### src/rtl/pc_seq_pkg.sv
// Shared types, default constants and address helpers for the pc_sequencer fetch-PC block.
package pc_seq_pkg;

  localparam int unsigned DEF_WIDTH     = 32;
  localparam int unsigned DEF_STEP      = 4;
  localparam logic [31:0] DEF_RESET_VEC = 32'h0000_0000;
  localparam logic [31:0] DEF_EXC_VEC   = 32'h8000_0180;

  // Helpers work on a wide container so any WIDTH up to this fits.
  localparam int unsigned ADDR_MAX = 64;

  typedef enum logic [1:0] {
    RUN,
    STALL,
    STALL_PEND
  } pc_state_e;

  // Which source feeds the PC register at the coming edge.
  typedef enum logic [2:0] {
    SrcInc,
    SrcHold,
    SrcExc,
    SrcRedir,
    SrcPend
  } pc_src_e;

  function automatic logic [ADDR_MAX-1:0] align_addr(input logic [ADDR_MAX-1:0] addr,
                                                     input int unsigned         step);
    logic [ADDR_MAX-1:0] mask;
    mask = ADDR_MAX'(step) - ADDR_MAX'(1);
    return addr & ~mask;
  endfunction

  function automatic logic is_misaligned(input logic [ADDR_MAX-1:0] addr,
                                         input int unsigned         step);
    logic [ADDR_MAX-1:0] mask;
    mask = ADDR_MAX'(step) - ADDR_MAX'(1);
    return (addr & mask) != '0;
  endfunction

endpackage

### src/rtl/pc_pending_buf.sv
// Holds a redirect target that arrived while fetch was frozen, plus its valid flag.
module pc_pending_buf
  import pc_seq_pkg::*;
#(
  parameter int unsigned WIDTH = DEF_WIDTH
) (
  input  logic             clk,
  input  logic             reset,
  input  logic             load,
  input  logic             clear,
  input  logic [WIDTH-1:0] target,
  output logic [WIDTH-1:0] pend_target,
  output logic             pending
);

  logic [WIDTH-1:0] target_q;
  logic             pending_q;

  // Clear wins so an exception always discards a buffered redirect.
  always_ff @(posedge clk or posedge reset) begin
    if (reset) begin
      target_q  <= '0;
      pending_q <= 1'b0;
    end else if (clear) begin
      pending_q <= 1'b0;
    end else if (load) begin
      target_q  <= target;
      pending_q <= 1'b1;
    end
  end

  assign pend_target = target_q;
  assign pending     = pending_q;

endmodule

### src/rtl/pc_sequencer.sv
// Fetch program-counter sequencer: increment, redirect, exception vectoring, frozen-redirect buffer.
// Define PC_SEQ_ALIGN_CHECK_EN to force-align accepted targets and pulse misalign.
module pc_sequencer
  import pc_seq_pkg::*;
#(
  parameter int unsigned      WIDTH     = DEF_WIDTH,
  parameter int unsigned      STEP      = DEF_STEP,
  parameter logic [WIDTH-1:0] RESET_VEC = WIDTH'(DEF_RESET_VEC),
  parameter logic [WIDTH-1:0] EXC_VEC   = WIDTH'(DEF_EXC_VEC)
) (
  input  logic             clk,
  input  logic             reset,
  input  logic             freeze,
  input  logic             redirect_valid,
  input  logic [WIDTH-1:0] redirect_target,
  input  logic             exc_valid,
  output logic [WIDTH-1:0] pc,
  output logic [WIDTH-1:0] pc_next,
  output logic [WIDTH-1:0] epc,
  output logic             pending,
  output logic             misalign
);

  pc_state_e        state_q, state_d;
  pc_src_e          src;
  logic [WIDTH-1:0] pc_q;
  logic [WIDTH-1:0] epc_q;
  logic [WIDTH-1:0] pend_target;
  logic             buf_load;
  logic             buf_clear;

  function automatic logic [WIDTH-1:0] fix_target(input logic [WIDTH-1:0] t);
`ifdef PC_SEQ_ALIGN_CHECK_EN
    return WIDTH'(align_addr(ADDR_MAX'(t), STEP));
`else
    return t;
`endif
  endfunction

  pc_pending_buf #(
    .WIDTH(WIDTH)
  ) u_pend_buf (
    .clk        (clk),
    .reset      (reset),
    .load       (buf_load),
    .clear      (buf_clear),
    .target     (redirect_target),
    .pend_target(pend_target),
    .pending    (pending)
  );

  // Priority decode. Testing freeze == 0 for the advance path means an unknown freeze holds.
  always_comb begin
    src       = SrcInc;
    state_d   = RUN;
    buf_load  = 1'b0;
    buf_clear = 1'b0;
    if (exc_valid) begin
      src       = SrcExc;
      buf_clear = 1'b1;
    end else if (freeze == 1'b0) begin
      buf_clear = 1'b1;
      if (redirect_valid) begin
        src = SrcRedir;
      end else if (pending) begin
        src = SrcPend;
      end else begin
        src = SrcInc;
      end
    end else begin
      src = SrcHold;
      if (redirect_valid) begin
        buf_load = 1'b1;
        state_d  = STALL_PEND;
      end else if (state_q == STALL_PEND) begin
        state_d = STALL_PEND;
      end else begin
        state_d = STALL;
      end
    end
  end

  always_comb begin
    pc_next = pc_q + WIDTH'(STEP);
    unique case (src)
      SrcHold:  pc_next = pc_q;
      SrcExc:   pc_next = EXC_VEC;
      SrcRedir: pc_next = fix_target(redirect_target);
      SrcPend:  pc_next = fix_target(pend_target);
      default:  pc_next = pc_q + WIDTH'(STEP);
    endcase
  end

`ifdef PC_SEQ_ALIGN_CHECK_EN
  logic misalign_q;
  logic misalign_d;

  // Checked on the target actually loaded, not when it was buffered.
  always_comb begin
    misalign_d = 1'b0;
    if (src == SrcRedir) begin
      misalign_d = is_misaligned(ADDR_MAX'(redirect_target), STEP);
    end else if (src == SrcPend) begin
      misalign_d = is_misaligned(ADDR_MAX'(pend_target), STEP);
    end
  end

  always_ff @(posedge clk or posedge reset) begin
    if (reset) begin
      misalign_q <= 1'b0;
    end else begin
      misalign_q <= misalign_d;
    end
  end

  assign misalign = misalign_q;
`else
  assign misalign = 1'b0;
`endif

  always_ff @(posedge clk or posedge reset) begin
    if (reset) begin
      state_q <= RUN;
      pc_q    <= RESET_VEC;
      epc_q   <= '0;
    end else begin
      state_q <= state_d;
      pc_q    <= pc_next;
      if (src == SrcExc) begin
        epc_q <= pc_q;
      end
    end
  end

  assign pc  = pc_q;
  assign epc = epc_q;

endmodule

### config.mk
export PLATFORM = sky130hd
export DESIGN_NAME = pc_sequencer
export DESIGN_NICKNAME = d
export VERILOG_FILES = /design/src/rtl/pc_seq_pkg.sv /design/src/rtl/pc_pending_buf.sv /design/src/rtl/pc_sequencer.sv
export SDC_FILE = /design/constraint.sdc
export NUM_CORES = 1
export LEC_CHECK = 0
export ABC_AREA = 1
export CELL_PAD_IN_SITES_DETAIL_PLACEMENT = 0
export CELL_PAD_IN_SITES_GLOBAL_PLACEMENT = 2
export CORE_MARGIN = 5
export CORE_UTILIZATION = 27
export CTS_CLUSTER_SIZE = 40
export DETAILED_ROUTE_END_ITERATION = 10
export PLACE_DENSITY_LB_ADDON = 0.25
export RECOVER_POWER = 25
export SYNTH_ARGS = -nofsm -noshare
export SYNTH_HDL_FRONTEND = slang
export SYNTH_HIERARCHICAL = 1
export SYNTH_SLANG_ARGS = --single-unit
### constraint.sdc
create_clock -name clk -period 3 [get_ports clk]
set_input_delay 0.75 -clock clk [delete_from_list [all_inputs] [get_ports clk]]
set_output_delay 0.75 -clock clk [all_outputs]
set_load 0.1 [all_outputs]
==> run_results.csv <==
group,metric,value,unit
global_routing,grt_pass1_vias,4928,
floorplanning,die_area,0.02146,mm²
setup_path,crit_type,"input pin to output port",
synthesis,synth_fp_nets,707,
setup_path,cp-end-kind,"output port",
sta,finalSetupViolCount,0,
synthesis,syn_inst,669,
synthesis,syn_area,0.005031,mm²
detailed_routing,vias,4954,
synthesis,synth_seq_cells,97,
setup_path,cp.arrival,2.22,ns
floorplanning,row_count,50,
setup_path,rr_worst_depth,12,
placed_design,gp_congestion,0.8488,
sta,worst_pin_slew,0.9923,ns
floorplanning,ioPinCount,135,
cts,cts_hold_buf,0,
placed_design,io_buffers,133,
sta,fin_skew,0.006378,ns
outcome,status,"finished, final reports clean",
detailed_routing,initialDrtViolationCount,324,
setup_path,cp_max_fo,4,
sta,rsz0062_at_grt,"true",
global_routing,grt_overflow,0,
sta,fin_ws,0.02872,ns
detailed_routing,wl_per_cell,18.27,µm
power,totalPowerFinal,0.003989,W
setup_path,startpoint_type,"input pin",
global_routing,grt_pass1_wl,29.90,mm
cts,numClockSinks,97,
hold_path,hp-start,"epc[1]",
cts,cts_buffer_depth,2,
floorplanning,dieHeight,146.5,µm
placed_design,dp_slack,-0.1774,ns
global_routing,grt_max_degree,58,
cells_and_area,final_cell_mix,"nand2_1, buf_4, dfrtp_1",
sta,min_period_over_period,99.04,%
cells_and_area,fin_nets,859,
sta,fin_crit,2.971,ns
power,p_leak,3.563,nW
cts,htreeDepth,3,
cts,cts_tree,"built",
hold_path,whs_path_depth,2,
sta,hold_viol,0,
setup_path,timing.rr.end,"pc[22]",
cells_and_area,diodes,0,
cts,clock_latency,0.35,ns
cells_and_area,nFillCells,1914,
power,ir_drop,267.7,µV
cts,cts_buffers,9,
cells_and_area,synthToLayoutAreaGrowth,47.43,%
hold_path,hold_path.class,"flop to flop",
sta,drv_slew,0,
detailed_routing,drc_errors,0,
setup_path,reg2reg_from,"pc[3]",
floorplanning,dieWidth,146.5,µm
detailed_routing,wl,19.36,mm
floorplanning,core_area,0.01852,mm²
detailed_routing,vias_per_cell,4.674,
synthesis,ys_seq_area_share,48.25,%
power,power_density,537.8,mW/mm²
setup_path,required,2.25,ns
cts,clockRootBuffer,"clkbuf_16",
detailed_routing,antenna_left,0,
synthesis,yosys_warnings,6,
cts,cts.clk_slew.worst_paths,0.06,ns
cells_and_area,drive_above_1_share,25.67,%
floorplanning,start_util,27.17,%
global_routing,grt_usage,18.00,%
cells_and_area,mostFrequentLayoutCell,"nand2_1",
hold_path,worst_hold_path.endpoint,"epc[1]",
detailed_routing,drtPass1Iterations,5,
sta,relSlewSlack,33.78,%
synthesis,avgSynthCellArea,7.520,µm²
placed_design,place_hpwl,14.76,mm
global_routing,antenna_found_initial,0,
synthesis,synth_cell_types,32,
sta,max_freq,336.6,MHz
setup_path,r2r_setup_slack,1.18,ns
run,maxCapViolCount,0,
[report_power, final]
group / switching (W) / internal, W
Clock: 0.000510 / 0.000727
Sequential: 0.000118 / 0.00145
Combinational: 0.000867 / 0.000314
[synthesized netlist by cell type]
library cell,instances,area [µm²]
a21oi_1,24,120.1
a22oi_1,5,37.54
buf_12,1,20.02
buf_2,16,80.08
buf_4,6,45.04
buf_6,3,33.78
clkbuf_1,3,11.26
conb_1,1,3.750
dfrtp_1,97,2427
ha_1,1,12.51
inv_1,41,153.9
inv_2,2,7.510
inv_4,1,6.260
nand2_1,290,1089
nand2_2,5,31.28
nand2_4,2,22.52
nand2_8,1,20.02
nand3_1,56,280.3
nand3b_1,1,7.510
nand4_1,7,43.79
nor2_1,35,131.4
nor2_2,3,18.77
nor2_4,6,67.56
nor2_8,2,40.04
nor3_1,4,20.02
o2111ai_1,1,8.760
o211ai_1,1,7.510
o21ai_0,46,230.2
o21ai_1,3,15.01
or2_2,2,12.51
xnor2_1,1,8.760
xor2_1,2,17.52
[area by class of cell]
class,instances,area [µm²],area share [%]
Inverter,44,170.2,2.294
Timing Repair Buffer,170,1874,25.27
Multi-Input combinational cell,499,2310,31.14
Tap cell,234,292.8,3.947
Clock buffer,10,229.0,3.087
Clock inverter,6,82.58,1.113
Sequential cell,97,2459,33.15
[kinds of logic (layout without fill, tap and decap cells)]
kind of cell	after synthesis	count (layout)	synth area share (%)
and+or+nand+nor	414	414	35.46
AOI/OAI and AO/OA	80	80	8.331
adders and majority gates	1	1	0.2487
DFF	97	97	48.25
other	1	1	0.07454
xor gates and xnor gates	3	3	0.5224
buffers and inverters	73	230	7.113
[stage by stage]
stage / cell area (µm²) / setup TNS (ns) / instances / utilization (%) / hold slack [ns]
after global routing: 7417 / -0.02237 / 1060 / 40.05 / 0.4814
final: 7417 / 0 / 1060 / 40.05 / 0.4717
after detailed placement: 6948 / -3.648 / 1035 / 37.52 / 0.4595
after global placement: 6948 / -3.460 / 1035 / 37.52 / 0.4537
after floorplan: 5096 / -0.1003 / 669 / - / 0.4422
after CTS: 7385 / 0 / 1057 / 39.88 / 0.4759
[registers in the layout (all words and copies together), names as in the netlist]
| name | flops |
|---|---|
| epc | 32 |
| pc | 32 |
| u_pend_buf/pend_target | 32 |
| u_pend_buf/pending | 1 |
[per-layer routing]
| layer | up-vias | GRT usage (%) | wire length, µm |
|---|---|---|---|
| met5 | - | 0 | 0 |
| met4 | 0 | 5.080 | 320 |
| met3 | 20 | 3.352 | 937 |
| met2 | 138 | 26.88 | 8632 |
| met1 | 2356 | 26.59 | 9471 |
| li1 | 2440 | - | - |
[worst max path at each step]
stage | from | end
final | redirect_valid | pc_next[23]
after global routing | freeze | pc_next[23]
after CTS | pc[2] | pc_next[15]
after detailed placement | freeze | pc_next[31]
after global placement | freeze | pc_next[0]
after floorplan | pc[3] | pc_next[8]
[critical path, cell delays in order]
cell and delay (ns):
dlygate4sd2_1 0.24, inv_2 0.10, nor2_2 0.05, nand2_1 0.07, inv_2 0.07, bufbuf_16 0.27
nand2_1 0.05, o21ai_1 0.06, a21oi_1 0.21, nand2_1 0.16, buf_12 0.19
[repair_timing]
item,4_1_cts,5_1_grt
pin swaps,9,5
cloned,2,0
endpoints found under the setup margin,32,8
setup buffers,4,3
gates resized for setup,14,8
No activity file was read; power rests on OpenSTA's default activity.
